$ cat config.mk
export PLATFORM = sky130hd
export DESIGN_NAME = ul_rx_controller_flat
export DESIGN_NICKNAME = d
export VERILOG_FILES = /design/src/rtl/ul_rx_controller_pkg.sv /design/src/rtl/ul_rx_controller_if.sv /design/src/rtl/ul_bit_sampler.sv /design/src/rtl/ul_rx_controller.sv /design/src/flat_wrapper.sv
export SDC_FILE = /design/constraint.sdc
export NUM_CORES = 1
export LEC_CHECK = 0
export BUFFER_PORTS_ARGS = -buffer_cell sky130_fd_sc_hd__buf_2
export CAP_MARGIN = 20
export CORE_ASPECT_RATIO = 1.4
export CORE_UTILIZATION = 55
export DETAILED_ROUTE_END_ITERATION = 16
export GPL_ROUTABILITY_DRIVEN = 0
export PLACE_DENSITY = 0.76
export SETUP_SLACK_MARGIN = 0.05
export SYNTH_ARGS = -nofsm -noshare
export SYNTH_HDL_FRONTEND = slang
export SYNTH_SLANG_ARGS = --single-unit
$ cat constraint.sdc
create_clock -name clk -period 2.6 [get_ports clk]
set_input_delay 0.52 -clock clk [delete_from_list [all_inputs] [get_ports clk]]
set_output_delay 0.52 -clock clk [all_outputs]
set_load 0.01 [all_outputs]
$ cat src/rtl/ul_rx_controller_pkg.sv
// Shared types and constants for the uplink receive controller.
package ul_rx_controller_pkg;

  localparam int unsigned DL_PREAMBLE_COUNT = 8;
  // The uplink receiver must agree with the downlink transmitter's preamble length.
  localparam int unsigned UL_PREAMBLE_COUNT = DL_PREAMBLE_COUNT;

  typedef enum logic [2:0] {
    S_IDLE,
    S_PREAMBLE,
    S_DATA,
    S_DONE,
    S_WAIT_IDLE
  } ul_rx_state_t;

  typedef enum logic [1:0] {
    NONE     = 2'd0,
    PREAMBLE = 2'd1,
    DROP     = 2'd2
  } ul_rx_err_t;

endpackage

$ cat src/rtl/ul_rx_controller_if.sv
// Serial line input plus received-packet output bundle for the uplink receiver.
interface ul_rx_controller_if #(
  parameter int unsigned DATA_WIDTH = 8,
  parameter int unsigned DATA_DEPTH = 8
);

  logic                                  ul_in;
  logic                                  ul_en;
  logic [DATA_DEPTH-1:0][DATA_WIDTH-1:0] rx_data;
  logic                                  rx_valid;
  logic                                  rx_busy;
  logic                                  rx_err;
  logic [1:0]                            rx_err_code;

  modport master (
    output ul_in, ul_en,
    input  rx_data, rx_valid, rx_busy, rx_err, rx_err_code
  );

  modport slave (
    input  ul_in, ul_en,
    output rx_data, rx_valid, rx_busy, rx_err, rx_err_code
  );

endinterface

$ cat src/rtl/ul_bit_sampler.sv
// Bit-period phase counter; strobes once per bit at the middle of the period.
module ul_bit_sampler #(
  parameter int unsigned DIV_WIDTH = 8
) (
  input  logic                 clk,
  input  logic                 rst_n,
  input  logic                 clear,
  input  logic [DIV_WIDTH-1:0] clk_div,
  output logic                 strobe
);

  logic [DIV_WIDTH-1:0] phase_q, phase_d;

  always_comb begin
    phase_d = phase_q + 1'b1;
    if (clear || phase_q >= clk_div) begin
      phase_d = '0;
    end
  end

  assign strobe = !clear && (phase_q == (clk_div >> 1));

  always_ff @(posedge clk) begin
    if (!rst_n) begin
      phase_q <= '0;
    end else begin
      phase_q <= phase_d;
    end
  end

endmodule

$ cat src/rtl/ul_rx_controller.sv
// Uplink receiver: locks to ul_en, checks the alternating preamble, deserializes the packet.
module ul_rx_controller
  import ul_rx_controller_pkg::*;
#(
  parameter int unsigned DATA_WIDTH     = 8,
  parameter int unsigned DATA_DEPTH     = 8,
  parameter int unsigned DIV_WIDTH      = 8,
  parameter int unsigned PREAMBLE_COUNT = UL_PREAMBLE_COUNT
) (
  input  logic                            clk,
  input  logic                            rst_n,
  input  logic [DIV_WIDTH-1:0]            clk_div,
  input  logic [$clog2(DATA_WIDTH):0]     width,
  input  logic [$clog2(DATA_DEPTH):0]     depth,
  ul_rx_controller_if.slave               bus
);

  localparam int unsigned WW  = $clog2(DATA_WIDTH);
  localparam int unsigned WIN = WW + 1;
  localparam int unsigned RW  = $clog2(DATA_DEPTH);
  localparam int unsigned RIN = RW + 1;
  localparam int unsigned PCW = ($clog2(PREAMBLE_COUNT) > 0) ? $clog2(PREAMBLE_COUNT) : 1;

  ul_rx_state_t                          state_q, state_d;
  ul_rx_err_t                            err_code_q, err_code_d;
  logic                                  err_q, err_d;
  logic [DIV_WIDTH-1:0]                  div_q, div_d;
  logic [WW-1:0]                         width_q, width_d, col_q, col_d;
  logic [RW-1:0]                         depth_q, depth_d, row_q, row_d;
  logic [PCW-1:0]                        pre_cnt_q, pre_cnt_d;
  logic [DATA_DEPTH-1:0][DATA_WIDTH-1:0] rx_data_q, rx_data_d;

  logic [DIV_WIDTH-1:0] div_eff;
  logic [WW-1:0]        width_eff;
  logic [RW-1:0]        depth_eff;
  logic                 sampling;
  logic                 strobe;

  assign div_eff   = (clk_div == '0) ? DIV_WIDTH'(1) : clk_div;
  assign width_eff = (width > WIN'(DATA_WIDTH - 1)) ? WW'(DATA_WIDTH - 1) : width[WW-1:0];
  assign depth_eff = (depth > RIN'(DATA_DEPTH - 1)) ? RW'(DATA_DEPTH - 1) : depth[RW-1:0];
  assign sampling  = (state_q == S_PREAMBLE) || (state_q == S_DATA);

  ul_bit_sampler #(
    .DIV_WIDTH(DIV_WIDTH)
  ) u_sampler (
    .clk    (clk),
    .rst_n  (rst_n),
    .clear  (!sampling),
    .clk_div(div_q),
    .strobe (strobe)
  );

  always_comb begin
    state_d    = state_q;
    err_code_d = err_code_q;
    err_d      = 1'b0;
    div_d      = div_q;
    width_d    = width_q;
    depth_d    = depth_q;
    col_d      = col_q;
    row_d      = row_q;
    pre_cnt_d  = pre_cnt_q;
    rx_data_d  = rx_data_q;
    unique case (state_q)
      S_IDLE: begin
        if (bus.ul_en) begin
          state_d    = S_PREAMBLE;
          rx_data_d  = '0;
          err_code_d = NONE;
          pre_cnt_d  = '0;
          div_d      = div_eff;
          width_d    = width_eff;
          depth_d    = depth_eff;
        end
      end
      S_PREAMBLE: begin
        // A drop outranks a coincident strobe.
        if (!bus.ul_en) begin
          state_d    = S_IDLE;
          err_d      = 1'b1;
          err_code_d = DROP;
        end else if (strobe) begin
          if (bus.ul_in != ~pre_cnt_q[0]) begin
            state_d    = S_WAIT_IDLE;
            err_d      = 1'b1;
            err_code_d = PREAMBLE;
          end else if (pre_cnt_q == PCW'(PREAMBLE_COUNT - 1)) begin
            state_d = S_DATA;
            row_d   = '0;
            col_d   = width_q;
          end else begin
            pre_cnt_d = pre_cnt_q + 1'b1;
          end
        end
      end
      S_DATA: begin
        if (!bus.ul_en) begin
          state_d    = S_IDLE;
          err_d      = 1'b1;
          err_code_d = DROP;
        end else if (strobe) begin
          rx_data_d[row_q][col_q] = bus.ul_in;
          if (col_q == '0) begin
            if (row_q == depth_q) begin
              state_d = S_DONE;
            end else begin
              row_d = row_q + 1'b1;
              col_d = width_q;
            end
          end else begin
            col_d = col_q - 1'b1;
          end
        end
      end
      S_DONE: state_d = S_WAIT_IDLE;
      S_WAIT_IDLE: begin
        if (!bus.ul_en) begin
          state_d = S_IDLE;
        end
      end
      default: state_d = S_IDLE;
    endcase
  end

  always_ff @(posedge clk) begin
    if (!rst_n) begin
      state_q    <= S_IDLE;
      err_code_q <= NONE;
      err_q      <= 1'b0;
      div_q      <= '0;
      width_q    <= '0;
      depth_q    <= '0;
      col_q      <= '0;
      row_q      <= '0;
      pre_cnt_q  <= '0;
      rx_data_q  <= '0;
    end else begin
      state_q    <= state_d;
      err_code_q <= err_code_d;
      err_q      <= err_d;
      div_q      <= div_d;
      width_q    <= width_d;
      depth_q    <= depth_d;
      col_q      <= col_d;
      row_q      <= row_d;
      pre_cnt_q  <= pre_cnt_d;
      rx_data_q  <= rx_data_d;
    end
  end

  assign bus.rx_data     = rx_data_q;
  assign bus.rx_valid    = (state_q == S_DONE);
  assign bus.rx_busy     = (state_q != S_IDLE);
  assign bus.rx_err      = err_q;
  assign bus.rx_err_code = err_code_q;

endmodule

$ cat src/flat_wrapper.sv
// flat-port wrapper written by rule: the top's interface ports become plain ports
module ul_rx_controller_flat import ul_rx_controller_pkg::*;
#(
  parameter int unsigned DATA_WIDTH     = 8,
  parameter int unsigned DATA_DEPTH     = 8,
  parameter int unsigned DIV_WIDTH      = 8,
  parameter int unsigned PREAMBLE_COUNT = UL_PREAMBLE_COUNT
)
  (clk, rst_n, clk_div, width, depth, bus_ul_in, bus_ul_en, bus_rx_data, bus_rx_valid, bus_rx_busy, bus_rx_err, bus_rx_err_code);
  ul_rx_controller_if #(.DATA_WIDTH(DATA_WIDTH), .DATA_DEPTH(DATA_DEPTH)) bus_i ();
  input  logic clk;
  input  logic rst_n;
  input  logic [DIV_WIDTH-1:0] clk_div;
  input  logic [$clog2(DATA_WIDTH):0] width;
  input  logic [$clog2(DATA_DEPTH):0] depth;
  input wire logic [$bits(bus_i.ul_in)-1:0] bus_ul_in;
  input wire logic [$bits(bus_i.ul_en)-1:0] bus_ul_en;
  output wire logic [$bits(bus_i.rx_data)-1:0] bus_rx_data;
  output wire logic [$bits(bus_i.rx_valid)-1:0] bus_rx_valid;
  output wire logic [$bits(bus_i.rx_busy)-1:0] bus_rx_busy;
  output wire logic [$bits(bus_i.rx_err)-1:0] bus_rx_err;
  output wire logic [$bits(bus_i.rx_err_code)-1:0] bus_rx_err_code;
  assign bus_i.ul_in = bus_ul_in;
  assign bus_i.ul_en = bus_ul_en;
  assign bus_rx_data = bus_i.rx_data;
  assign bus_rx_valid = bus_i.rx_valid;
  assign bus_rx_busy = bus_i.rx_busy;
  assign bus_rx_err = bus_i.rx_err;
  assign bus_rx_err_code = bus_i.rx_err_code;
  ul_rx_controller #(.DATA_WIDTH(DATA_WIDTH), .DATA_DEPTH(DATA_DEPTH), .DIV_WIDTH(DIV_WIDTH), .PREAMBLE_COUNT(PREAMBLE_COUNT)) u_core (.clk(clk), .rst_n(rst_n), .clk_div(clk_div), .width(width), .depth(depth), .bus(bus_i));
endmodule
==> run metrics <==
Final setup viols=0; CTS tree=yes; wire length per cell=17.6 um; Netlist Area Pre-Place=4950 sq um; share of cells above drive strength 1=0.207; EDFF count, synth=0; fraction of registers with async set/reset=0; TNS Setup=0 ns; Post-CTS Setup Inserts=0; Warnings, synthesis=0; largest net degree at the start of global routing=65; total CTS buffers=9; CTS HTree Levels=3; commonest non-fill, non-tap cell in the layout=nand2_1; most frequent cells in the layout=nand2_1, dfxtp_1, buf_2, o21ai_0, o211ai_1; RSZ-0062 raised after global routing=no; initial antenna violation count=0; DRT Pass-1 Iters=5; DRT iter0 DRCs=459; area delta synth->final=19.7%; initial core utilization=0.572; status=complete, no violations; crit-path max FO=8; hold buffers post-CTS=0; reg-to-reg endpoint=u_core.u_sampler.phase_q[6]; Setup crit end=u_core.u_sampler.phase_q[6]; All-Layer GR Usage=0.317; max-slew violation count=0; sequential area share after synthesis=0.408; vias in the first global route=4570; Core Area=8660 sq um; Critical Path RT=2.79 ns; clk_skew=0.00827 ns; R2R Path Start=u_core.u_sampler.phase_q[0]; Final #Nets=739; min Tclk post-route=2.33 ns; startpoint types=flip-flop; n_diodes=0; Std-Cell Rows=40; WP data arrival=2.53 ns; critical path type=flip-flop to flip-flop; global-route wire length before repair=22.6 mm; worst skew pair latency=0.35 ns; Gates resized, CTS repair=0; I/O Pins=89; Synth Area per Inst=8.09 sq um; vias per std cell=6.20; Vias=5057; Relative slew margins=0.521; worst vdd ir=0.534 mV; max_cap viols=0; Synthesized Nets=646; Yosys cell types=49; ys flop type=dfxtp_1; Worst Reg-to-Reg Cells=7; Tcrit/Tclk final=0.898; PortBufs=88; DIE HEIGHT=114 um; #FFs+latches synth=101; worst setup path startpoint=u_core.u_sampler.phase_q[0]; Fin. Hold Viols=0; GRT overflow=0; Worst setup EP type=flip-flop; die area=9390 sq um; R2R setup slack=0.27 ns; Die W=82.2 um; Residual DRC=0; Finished Core Util=0.685; leakage power=0.00231 uW; Pwr Density=627 nW/um^2; clk root buf=clkbuf_16; slew at the pin closest to its max-slew limit=0.716 ns; DP HPWL=10.0 mm; fmax=428 MHz; Clock Tree Buf Depth=2; final wirelength=14.3 mm; Sink Count=101; Routed Antenna Nets=0; cells after synthesis=612; clock-pin slew on the worst setup and hold paths=0.06 ns; Worst Hold Class=primary input to flip-flop
logic make-up after synthesis:
family | after synthesis | synth area share
multiplexers | 6 | 0.0121
buffers and inverters | 62 | 0.0483
flip-flops | 101 | 0.408
XOR/XNOR | 19 | 0.0336
AND/OR/NAND/NOR | 226 | 0.223
adder cells (fa/ha/maj) | 14 | 0.0354
AO/OA/AOI/OAI | 184 | 0.240
synthesized netlist by cell type, drive strengths merged (8+ instances only):
| cell | count | area [sq um] |
|---|---|---|
| nand2 | 107 | 402 |
| dfxtp | 101 | 2020 |
| o21ai | 73 | 365 |
| o211ai | 59 | 443 |
| clkbuf | 34 | 128 |
| nor2 | 28 | 105 |
| inv | 24 | 90.1 |
| nor3 | 23 | 115 |
| a21oi | 15 | 75.1 |
| nand3 | 15 | 75.1 |
| ha | 14 | 175 |
| xor2 | 11 | 96.3 |
| a2111oi | 9 | 78.8 |
| and3 | 8 | 50.1 |
| o311ai | 8 | 70.1 |
| xnor2 | 8 | 70.1 |
stage by stage:
step	total power, uW	instance area, sq um	hold slack [ns]	cells	setup WS [ns]
after floorplan	2140	4950	0.438	612	0.264
after global placement	2350	5630	0.450	799	0.177
after CTS	3710	5930	0.417	815	0.263
after global routing	3860	5930	0.429	815	0.111
final	3720	5930	0.420	815	0.265
after detailed placement	2370	5630	0.457	799	0.143
worst min path at each step:
| stage | from | endpoint | cells past startpoint |
|---|---|---|---|
| after floorplan | u_core.pre_cnt_q[1] | u_core.pre_cnt_q[1] | 2 |
| after global placement | u_core.pre_cnt_q[1] | u_core.pre_cnt_q[1] | 2 |
| after detailed placement | u_core.pre_cnt_q[1] | u_core.pre_cnt_q[1] | 2 |
| after CTS | clk_div[4] | u_core.div_q[4] | 3 |
| after global routing | clk_div[7] | u_core.div_q[7] | 3 |
| final | clk_div[4] | u_core.div_q[4] | 3 |
power by group:
group	switching [uW]	leakage, uW	internal [uW]	total, uW
sequential	53.5	0.000817	1590	1650
clock	595	0.000142	775	1370
combinational	468	0.00135	231	699
total	1120	0.00231	2600	3720
per-layer routing:
layer	track usage	part of all wire	vias to the layer above
met4	0.181	0.047	0
li1	-	-	2407
met2	0.533	0.50	239
met5	0	0	-
met3	0.0622	0.061	43
met1	0.367	0.39	2368
sequential cells by signal, summed over array words and instances (netlist names):
register / cells
u_core.u_sampler.phase_q: 8
u_core.state_q: 3
u_core.bus.rx_err_code: 2
u_core.div_q: 8
u_core.width_q: 3
u_core.depth_q: 3
u_core.row_q: 3
u_core.bus.rx_data: 64
u_core.bus.rx_err: 1
u_core.col_q: 3
u_core.pre_cnt_q: 3
worst max-delay path, cell delays in order (launching register included):
cell and delay (ns):
dfxtp_1 0.48, inv_1 0.08, ha_1 0.29, nand2b_1 0.14
a21o_1 0.18, a21oi_1 0.14, o211ai_1 0.27, a2111oi_0 0.59
layout make-up:
class                           instances  area, sq um
Fill cell                             747         2730
Multi-Input combinational cell        449         2700
Sequential cell                       101         2020
Timing Repair Buffer                  120          681
Clock buffer                           11          243
Tap cell                              105          131
Inverter                               24         90.1
Clock inverter                          5         58.8
Note: power is estimated with default switching activity, not from simulation.
